$ cat config.mk
export PLATFORM = sky130hd
export DESIGN_NAME = xilinx_phy10g_rx_reset_seq
export DESIGN_NICKNAME = d
export VERILOG_FILES = /design/src/rtl/xilinx_phy10g_rx_reset_seq.sv
export SDC_FILE = /design/constraint.sdc
export NUM_CORES = 1
export LEC_CHECK = 0
export BUFFER_PORTS_ARGS = -buffer_cell sky130_fd_sc_hd__buf_2
export CORE_MARGIN = 2
export CORE_UTILIZATION = 38
export DETAILED_ROUTE_END_ITERATION = 8
export SYNTH_ARGS = -nofsm -noshare
export SYNTH_HDL_FRONTEND = slang
export SYNTH_SLANG_ARGS = --single-unit
$ cat constraint.sdc
create_clock -name clk156 -period 2.1 [get_ports clk156]
set_clock_uncertainty 0.05 [all_clocks]
set_input_delay 0.105 -clock clk156 [delete_from_list [all_inputs] [get_ports clk156]]
set_output_delay 0.105 -clock clk156 [all_outputs]
set_load 0.01 [all_outputs]
$ cat src/rtl/xilinx_phy10g_rx_reset_seq.sv
// ---------------------------------------------------------------------------
// xilinx_phy10g_rx_reset_seq
//
// Per-lane RX bring-up sequencer for the 10G Ethernet PHY. The sequence is:
//   1. Wait for the shared configuration hold-off and for QPLL lock.
//   2. Pulse GTRXRESET.
//   3. Wait for RXRESETDONE.
//   4. Raise RXUSERRDY.
//   5. Qualify PCS block lock, then declare the lane ready.
// Reset-done and lock timeouts re-run the reset pulse and bump a saturating
// retry counter. Loss of QPLL lock at any point past WAIT_QPLL drops back to
// WAIT_QPLL without counting a retry.
//
// Optional feature macro: PHY10G_RX_LOCK_WATCHDOG_EN
//   Defined   : LOSS_FILTER consecutive cycles without block lock while LOCKED
//               trigger a retry.
//   Undefined : LOCKED is left only on QPLL loss or reset.
//
// Ports
//   clk156               in   sequencer clock (156.25 MHz)
//   gttxreset_txusrclk2  in   async active-high reset; deassertion is
//                             synchronous to clk156
//   reset_counter_done_i in   shared configuration hold-off elapsed
//                             (clk156 domain)
//   qplllock_i           in   QPLL lock (async, synchronised here)
//   rxresetdone_i        in   GT RXRESETDONE (async, synchronised here)
//   block_lock_i         in   PCS block lock (async, synchronised here)
//   gtrxreset_o          out  GT RX reset
//   rxuserrdy_o          out  GT RXUSERRDY
//   rx_ready_o           out  lane RX usable
//   retry_count_o        out  saturating retry counter
//   state_o              out  current FSM state encoding (debug/status)
// ---------------------------------------------------------------------------
module xilinx_phy10g_rx_reset_seq #(
    parameter int unsigned RESET_PULSE_CYCLES = 4,
    parameter logic [15:0] DONE_TIMEOUT       = 16'd2048,
    parameter logic [15:0] LOCK_TIMEOUT       = 16'd50000,
    parameter logic [7:0]  LOSS_FILTER        = 8'd16
) (
    input  logic       clk156,
    input  logic       gttxreset_txusrclk2,
    input  logic       reset_counter_done_i,
    input  logic       qplllock_i,
    input  logic       rxresetdone_i,
    input  logic       block_lock_i,
    output logic       gtrxreset_o,
    output logic       rxuserrdy_o,
    output logic       rx_ready_o,
    output logic [7:0] retry_count_o,
    output logic [2:0] state_o
);

    typedef enum logic [2:0] {
        ST_IDLE           = 3'd0,
        ST_WAIT_QPLL      = 3'd1,
        ST_ASSERT_RESET   = 3'd2,
        ST_WAIT_RESETDONE = 3'd3,
        ST_USERRDY        = 3'd4,
        ST_WAIT_LOCK      = 3'd5,
        ST_LOCKED         = 3'd6
    } state_t;

    localparam logic [15:0] PULSE_LAST = 16'(RESET_PULSE_CYCLES - 1);
    localparam logic [15:0] DONE_LAST  = DONE_TIMEOUT - 16'd1;
    localparam logic [15:0] LOCK_LAST  = LOCK_TIMEOUT - 16'd1;

    // ------------------------------------------------------------------
    // Two-flop synchronisers.
    // Bit order is {block_lock, rxresetdone, qplllock}.
    // ------------------------------------------------------------------
    logic [2:0] sync_meta_q, sync_meta_d;
    logic [2:0] sync_q, sync_d;
    logic       qplllock_s;
    logic       rxresetdone_s;
    logic       block_lock_s;

    always_comb begin
        sync_meta_d = {block_lock_i, rxresetdone_i, qplllock_i};
        sync_d      = sync_meta_q;
    end

    always_ff @(posedge clk156 or posedge gttxreset_txusrclk2) begin
        if (gttxreset_txusrclk2) begin
            sync_meta_q <= 3'b000;
            sync_q      <= 3'b000;
        end else begin
            sync_meta_q <= sync_meta_d;
            sync_q      <= sync_d;
        end
    end

    assign qplllock_s    = sync_q[0];
    assign rxresetdone_s = sync_q[1];
    assign block_lock_s  = sync_q[2];

    // ------------------------------------------------------------------
    // FSM state, timer, retry counter and registered outputs
    // ------------------------------------------------------------------
    state_t      state_q, state_d;
    logic [15:0] timer_q, timer_d;
    logic [7:0]  retry_count_q, retry_count_d;
    logic        gtrxreset_q, gtrxreset_d;
    logic        rxuserrdy_q, rxuserrdy_d;
    logic        rx_ready_q, rx_ready_d;
    logic        retry;
    logic        lock_lost;

    always_comb begin
        state_d = state_q;
        retry   = 1'b0;

        case (state_q)
            ST_IDLE: begin
                if (reset_counter_done_i) state_d = ST_WAIT_QPLL;
            end
            ST_WAIT_QPLL: begin
                if (qplllock_s) state_d = ST_ASSERT_RESET;
            end
            ST_ASSERT_RESET: begin
                if (timer_q == PULSE_LAST) state_d = ST_WAIT_RESETDONE;
            end
            ST_WAIT_RESETDONE: begin
                // Success is tested before the timeout so it wins a tie.
                if (rxresetdone_s)           state_d = ST_USERRDY;
                else if (timer_q == DONE_LAST) retry = 1'b1;
            end
            ST_USERRDY: begin
                state_d = ST_WAIT_LOCK;
            end
            ST_WAIT_LOCK: begin
                if (block_lock_s)              state_d = ST_LOCKED;
                else if (timer_q == LOCK_LAST) retry = 1'b1;
            end
            ST_LOCKED: begin
                if (lock_lost) retry = 1'b1;
            end
            default: begin
                state_d = ST_IDLE;
            end
        endcase

        if (retry) state_d = ST_ASSERT_RESET;

        // QPLL loss overrides every other transition and is not a retry.
        if ((state_q inside {ST_ASSERT_RESET, ST_WAIT_RESETDONE, ST_USERRDY,
                             ST_WAIT_LOCK, ST_LOCKED}) && !qplllock_s) begin
            state_d = ST_WAIT_QPLL;
            retry   = 1'b0;
        end

        retry_count_d = retry_count_q;
        if (retry && (retry_count_q != 8'hFF)) retry_count_d = retry_count_q + 8'd1;

        // Timer restarts on any state entry. It saturates rather than wraps
        // so that long stays in IDLE, WAIT_QPLL or LOCKED stay well defined.
        if (state_d != state_q)   timer_d = 16'd0;
        else if (timer_q != 16'hFFFF) timer_d = timer_q + 16'd1;
        else                      timer_d = timer_q;

        // Outputs are decoded from the next state so that they change on
        // the same edge that enters the state.
        gtrxreset_d = state_d inside {ST_IDLE, ST_WAIT_QPLL, ST_ASSERT_RESET};
        rxuserrdy_d = state_d inside {ST_USERRDY, ST_WAIT_LOCK, ST_LOCKED};
        rx_ready_d  = (state_d == ST_LOCKED);
    end

    always_ff @(posedge clk156 or posedge gttxreset_txusrclk2) begin
        if (gttxreset_txusrclk2) begin
            state_q       <= ST_IDLE;
            timer_q       <= 16'd0;
            retry_count_q <= 8'd0;
            gtrxreset_q   <= 1'b1;
            rxuserrdy_q   <= 1'b0;
            rx_ready_q    <= 1'b0;
        end else begin
            state_q       <= state_d;
            timer_q       <= timer_d;
            retry_count_q <= retry_count_d;
            gtrxreset_q   <= gtrxreset_d;
            rxuserrdy_q   <= rxuserrdy_d;
            rx_ready_q    <= rx_ready_d;
        end
    end

    // ------------------------------------------------------------------
    // Optional block-lock watchdog for the LOCKED state
    // ------------------------------------------------------------------
`ifdef PHY10G_RX_LOCK_WATCHDOG_EN
    logic [7:0] loss_cnt_q, loss_cnt_d;

    // The retry fires on the LOSS_FILTER-th consecutive low sample.
    always_comb begin
        lock_lost = !block_lock_s && (loss_cnt_q == LOSS_FILTER - 8'd1);
    end

    // The counter runs only while LOCKED is held. Entering LOCKED, leaving
    // it, or seeing block lock again all clear it.
    always_comb begin
        loss_cnt_d = 8'd0;
        if ((state_q == ST_LOCKED) && (state_d == ST_LOCKED) && !block_lock_s)
            loss_cnt_d = loss_cnt_q + 8'd1;
    end

    always_ff @(posedge clk156 or posedge gttxreset_txusrclk2) begin
        if (gttxreset_txusrclk2) loss_cnt_q <= 8'd0;
        else                     loss_cnt_q <= loss_cnt_d;
    end
`else
    // Without the watchdog, LOCKED is sticky until QPLL loss or reset.
    logic unused_loss_filter;

    always_comb begin
        lock_lost = 1'b0;
    end

    assign unused_loss_filter = ^LOSS_FILTER;
`endif

    assign gtrxreset_o   = gtrxreset_q;
    assign rxuserrdy_o   = rxuserrdy_q;
    assign rx_ready_o    = rx_ready_q;
    assign retry_count_o = retry_count_q;
    assign state_o       = state_q;

endmodule
==> impl_metrics.env <==
export IMPL_drcViolationCount=0
export IMPL_holdPathStages=0
export IMPL_fin_crit_sh_pct=98.4
export IMPL_cp_required_ps=2230
export IMPL_final_util_pct=51.7
export IMPL_antenna_cells=0
export IMPL_yosys_warnings=0
export IMPL_yosysTopAreaCell="dfrtp_1"
export IMPL_drv_cap=0
export IMPL_routedWlPerCell_um=12.9
export IMPL_io_pins=20
export IMPL_die_x_um=76.0
export IMPL_coreArea_sq_um=5040
export IMPL_cts_tree="done"
export IMPL_grt_pass1_wl_mm=7.23
export IMPL_relSlewSlack_pct=70.3
export IMPL_hold_slack_ps=301
export IMPL_initial_core_util_pct=39.1
export IMPL_drive_above_1_share_pct=40.6
export IMPL_worstSetupPathType="register to register"
export IMPL_fillers=467
export IMPL_root_buffer="clkbuf_8"
export IMPL_yosys_area_top_type_share_pct=44.4
export IMPL_avgSynthCellArea_sq_um=10.7
export IMPL_track_usage_pct=15.6
export IMPL_grt_max_degree=37
export IMPL_ant_nets=0
export IMPL_routed_wl_mm=4.06
export IMPL_power_density_nw_per_um2=933
export IMPL_cp_startpoint="timer_q[5]"
export IMPL_yosys_register_bits=36
export IMPL_setup_ws_ps=34.0
export IMPL_synthTopCellsByArea="dfrtp_1, xnor2_1, nor3_2"
export IMPL_comb_power_share_pct=41.8
export IMPL_setup_violations_final=0
export IMPL_status="completed"
export IMPL_routabilityCongestion=0.812
export IMPL_worstPathCellList="or4_4 > nor2_4 > nand3_4 > a211oi_4 > buf_6 > mux2_4"
export IMPL_finalPower_mw=2.43
export IMPL_holdCritPathClass="register to register"
export IMPL_antenna_found_initial=0
export IMPL_grt_pass1_vias=1549
export IMPL_swShare_pct=37.1
export IMPL_cts_clk_slew_worst_paths_ps=80
export IMPL_area_growth_pct=32.2
export IMPL_post_route_min_period_ps=2070
export IMPL_vias=1548
export IMPL_drtIter0Drc=68
export IMPL_nets=251
export IMPL_slew_viol_final=0
export IMPL_start_kind="register"
export IMPL_p_clk_share_pct=25.5
export IMPL_yosysSeqAreaShare_pct=45.7
export IMPL_p_switching_uw=903
export IMPL_cts_sinks=36
export IMPL_cp_max_fo=8
export IMPL_max_stage_delay_ps=540
export IMPL_arrival_ps=2190
export IMPL_clk_path_buf_depth=2
export IMPL_die_y_um=76.0
export IMPL_worst_skew_pair_late_latency_ps=290
export IMPL_p_seq_share_pct=32.8
export IMPL_rr_worst_depth=6
export IMPL_r2r_start="timer_q[5]"
export IMPL_vdd_drop_max_mv=0.468
export IMPL_dp_slack_ps=-66.9
export IMPL_fp_row_count=26
export IMPL_power_leakage_nw=1.14
export IMPL_io_buffers=19
export IMPL_grt_overflow=0
export IMPL_post_dp_cell_area_sq_um=2360
export IMPL_synth_nets=192
export IMPL_numCtsBuffers=5
export IMPL_cts_htree_levels=2
export IMPL_rsz0062_at_grt="true"
export IMPL_tightest_slew_ps=446
export IMPL_hp_start="sync_d[0]"
export IMPL_hold_viol=0
export IMPL_syn_cell_area_sq_um=1970
export IMPL_drt_pass1_iterations=4
export IMPL_synth_cell_types=49
export IMPL_final_area_sq_um=2610
export IMPL_syn_instance_count=184
export IMPL_dieArea_sq_um=5780
export IMPL_cp_slowest_cell="or4_4"
export IMPL_via_per_inst=4.93
export IMPL_fmax_mhz=484
export IMPL_power_internal_mw=1.53
export IMPL_cp_end_kind="register"
export IMPL_hpwl_mm=2.99
-- logic make-up after synthesis --
logic type	share of synthesized area (%)
AO/OA/AOI/OAI	7.81
XOR/XNOR	10.7
adder cells (fa/ha/maj)	1.27
buffers and inverters	4.00
flip-flops	45.7
multiplexers	1.08
AND/OR/NAND/NOR	29.4
-- through the flow --
step | cells | TNS, ps
6_report | 314 | 0
5_1_grt | 314 | -281
4_1_cts | 314 | 0
3_5_place_dp | 301 | -145
3_3_place_gp | 301 | -6.87
2_1_floorplan | 184 | 0
-- cell usage in the layout, fill, tap and decap left out, types with 2 or more instances in the layout --
cell	count
dfrtp_1	35
buf_4	32
buf_2	19
nand2_1	16
nor2_1	14
xnor2_1	14
nor3_2	10
nand3_1	7
xor2_1	7
nor3_1	7
nand4_1	6
a21oi_1	5
clkbuf_8	5
nand2b_1	4
dlygate4sd3_1	4
and3_1	3
o21ai_0	3
nor3_4	3
buf_6	3
o21bai_1	2
or2_2	2
nand3_2	2
or4_4	2
nor2_4	2
nor2b_1	2
inv_1	2
nor4b_1	2
-- cells in the mapped netlist, drive strengths merged --
cell	instances
xor2	8
a21oi	5
o211ai	1
dfstp	1
or3	1
ha	2
dfrtp	35
o21bai	2
inv	2
a31oi	1
o21a	1
buf	6
o31ai	1
nor3b	1
xnor2	14
nand3b	1
nor4b	2
nand4	6
or4	2
o22ai	1
nor4	3
and4b	1
o21ai	5
clkbuf	1
and3	4
nor3	20
mux2i	1
nor2	17
a211oi	1
or2	2
nand2	17
a21o	1
nand2b	5
nand3	10
mux2	1
nor2b	2
-- worst paths after layout --
check | end | slack [ps]
worst max-delay path | retry_count_o[1] | 30
worst min register to register | sync_q[0] | 300
max in group asynchronous | gtrxreset_o | 1250
min in group asynchronous | timer_q[10] | 400
worst max register to register | retry_count_o[1] | 30
worst min-delay path | sync_q[0] | 300
-- state kept, by name, summed over array words and instances, names as in the netlist --
name and flops:
gtrxreset_o 1, retry_count_o 8, rx_ready_o 1, rxuserrdy_o 1, state_o 3, sync_d 3, sync_q 3, timer_q 16
-- final cells by class --
| cell class | count | area, sq um | share of cell area, % |
|---|---|---|---|
| clock buffer | 5 | 68.8 | 2.64 |
| inverter | 2 | 7.51 | 0.288 |
| clock inverter | 3 | 46.3 | 1.78 |
| multi-input combinational | 139 | 1070 | 40.9 |
| sequential | 36 | 902 | 34.6 |
| timing repair buffer | 59 | 429 | 16.5 |
| tap | 70 | 87.6 | 3.36 |
-- layer usage --
layer / up-vias / global-route usage, % / wire length [um]
met5: - / 0 / 0
met3: 4 / 3.67 / 176
met4: 0 / 5.09 / 42
met1: 737 / 21.5 / 2000
li1: 765 / - / -
met2: 42 / 24.2 / 1850
-- critical path, delay by kind of cell, from the launching register on --
| kind | cells | cell delay [ps] |
|---|---|---|
| compound gates | 1 | 270 |
| flops | 1 | 380 |
| simple gates | 3 | 790 |
| mux | 1 | 300 |
| buf+inv | 1 | 160 |
-- power by group through the flow --
stage	clock network, mW	registers, mW	logic (mW)
floorplan	0	0.820	0.679
global placement	0	0.809	0.923
detailed placement	0	0.810	0.927
CTS	0.645	0.797	0.940
global route	0.673	0.807	1.11
finish	0.620	0.797	1.02
-- timing repair --
action / 4_1_cts / 5_1_grt
buffers inserted: 1 / 0
pin swaps: 1 / 2
endpoints found under the setup margin: 5 / 22
gates resized for setup: 1 / 19
endpoints found under the hold margin: 38 / 0
hold buffers: 4 / 0
No activity file was read; power rests on OpenSTA's default activity.
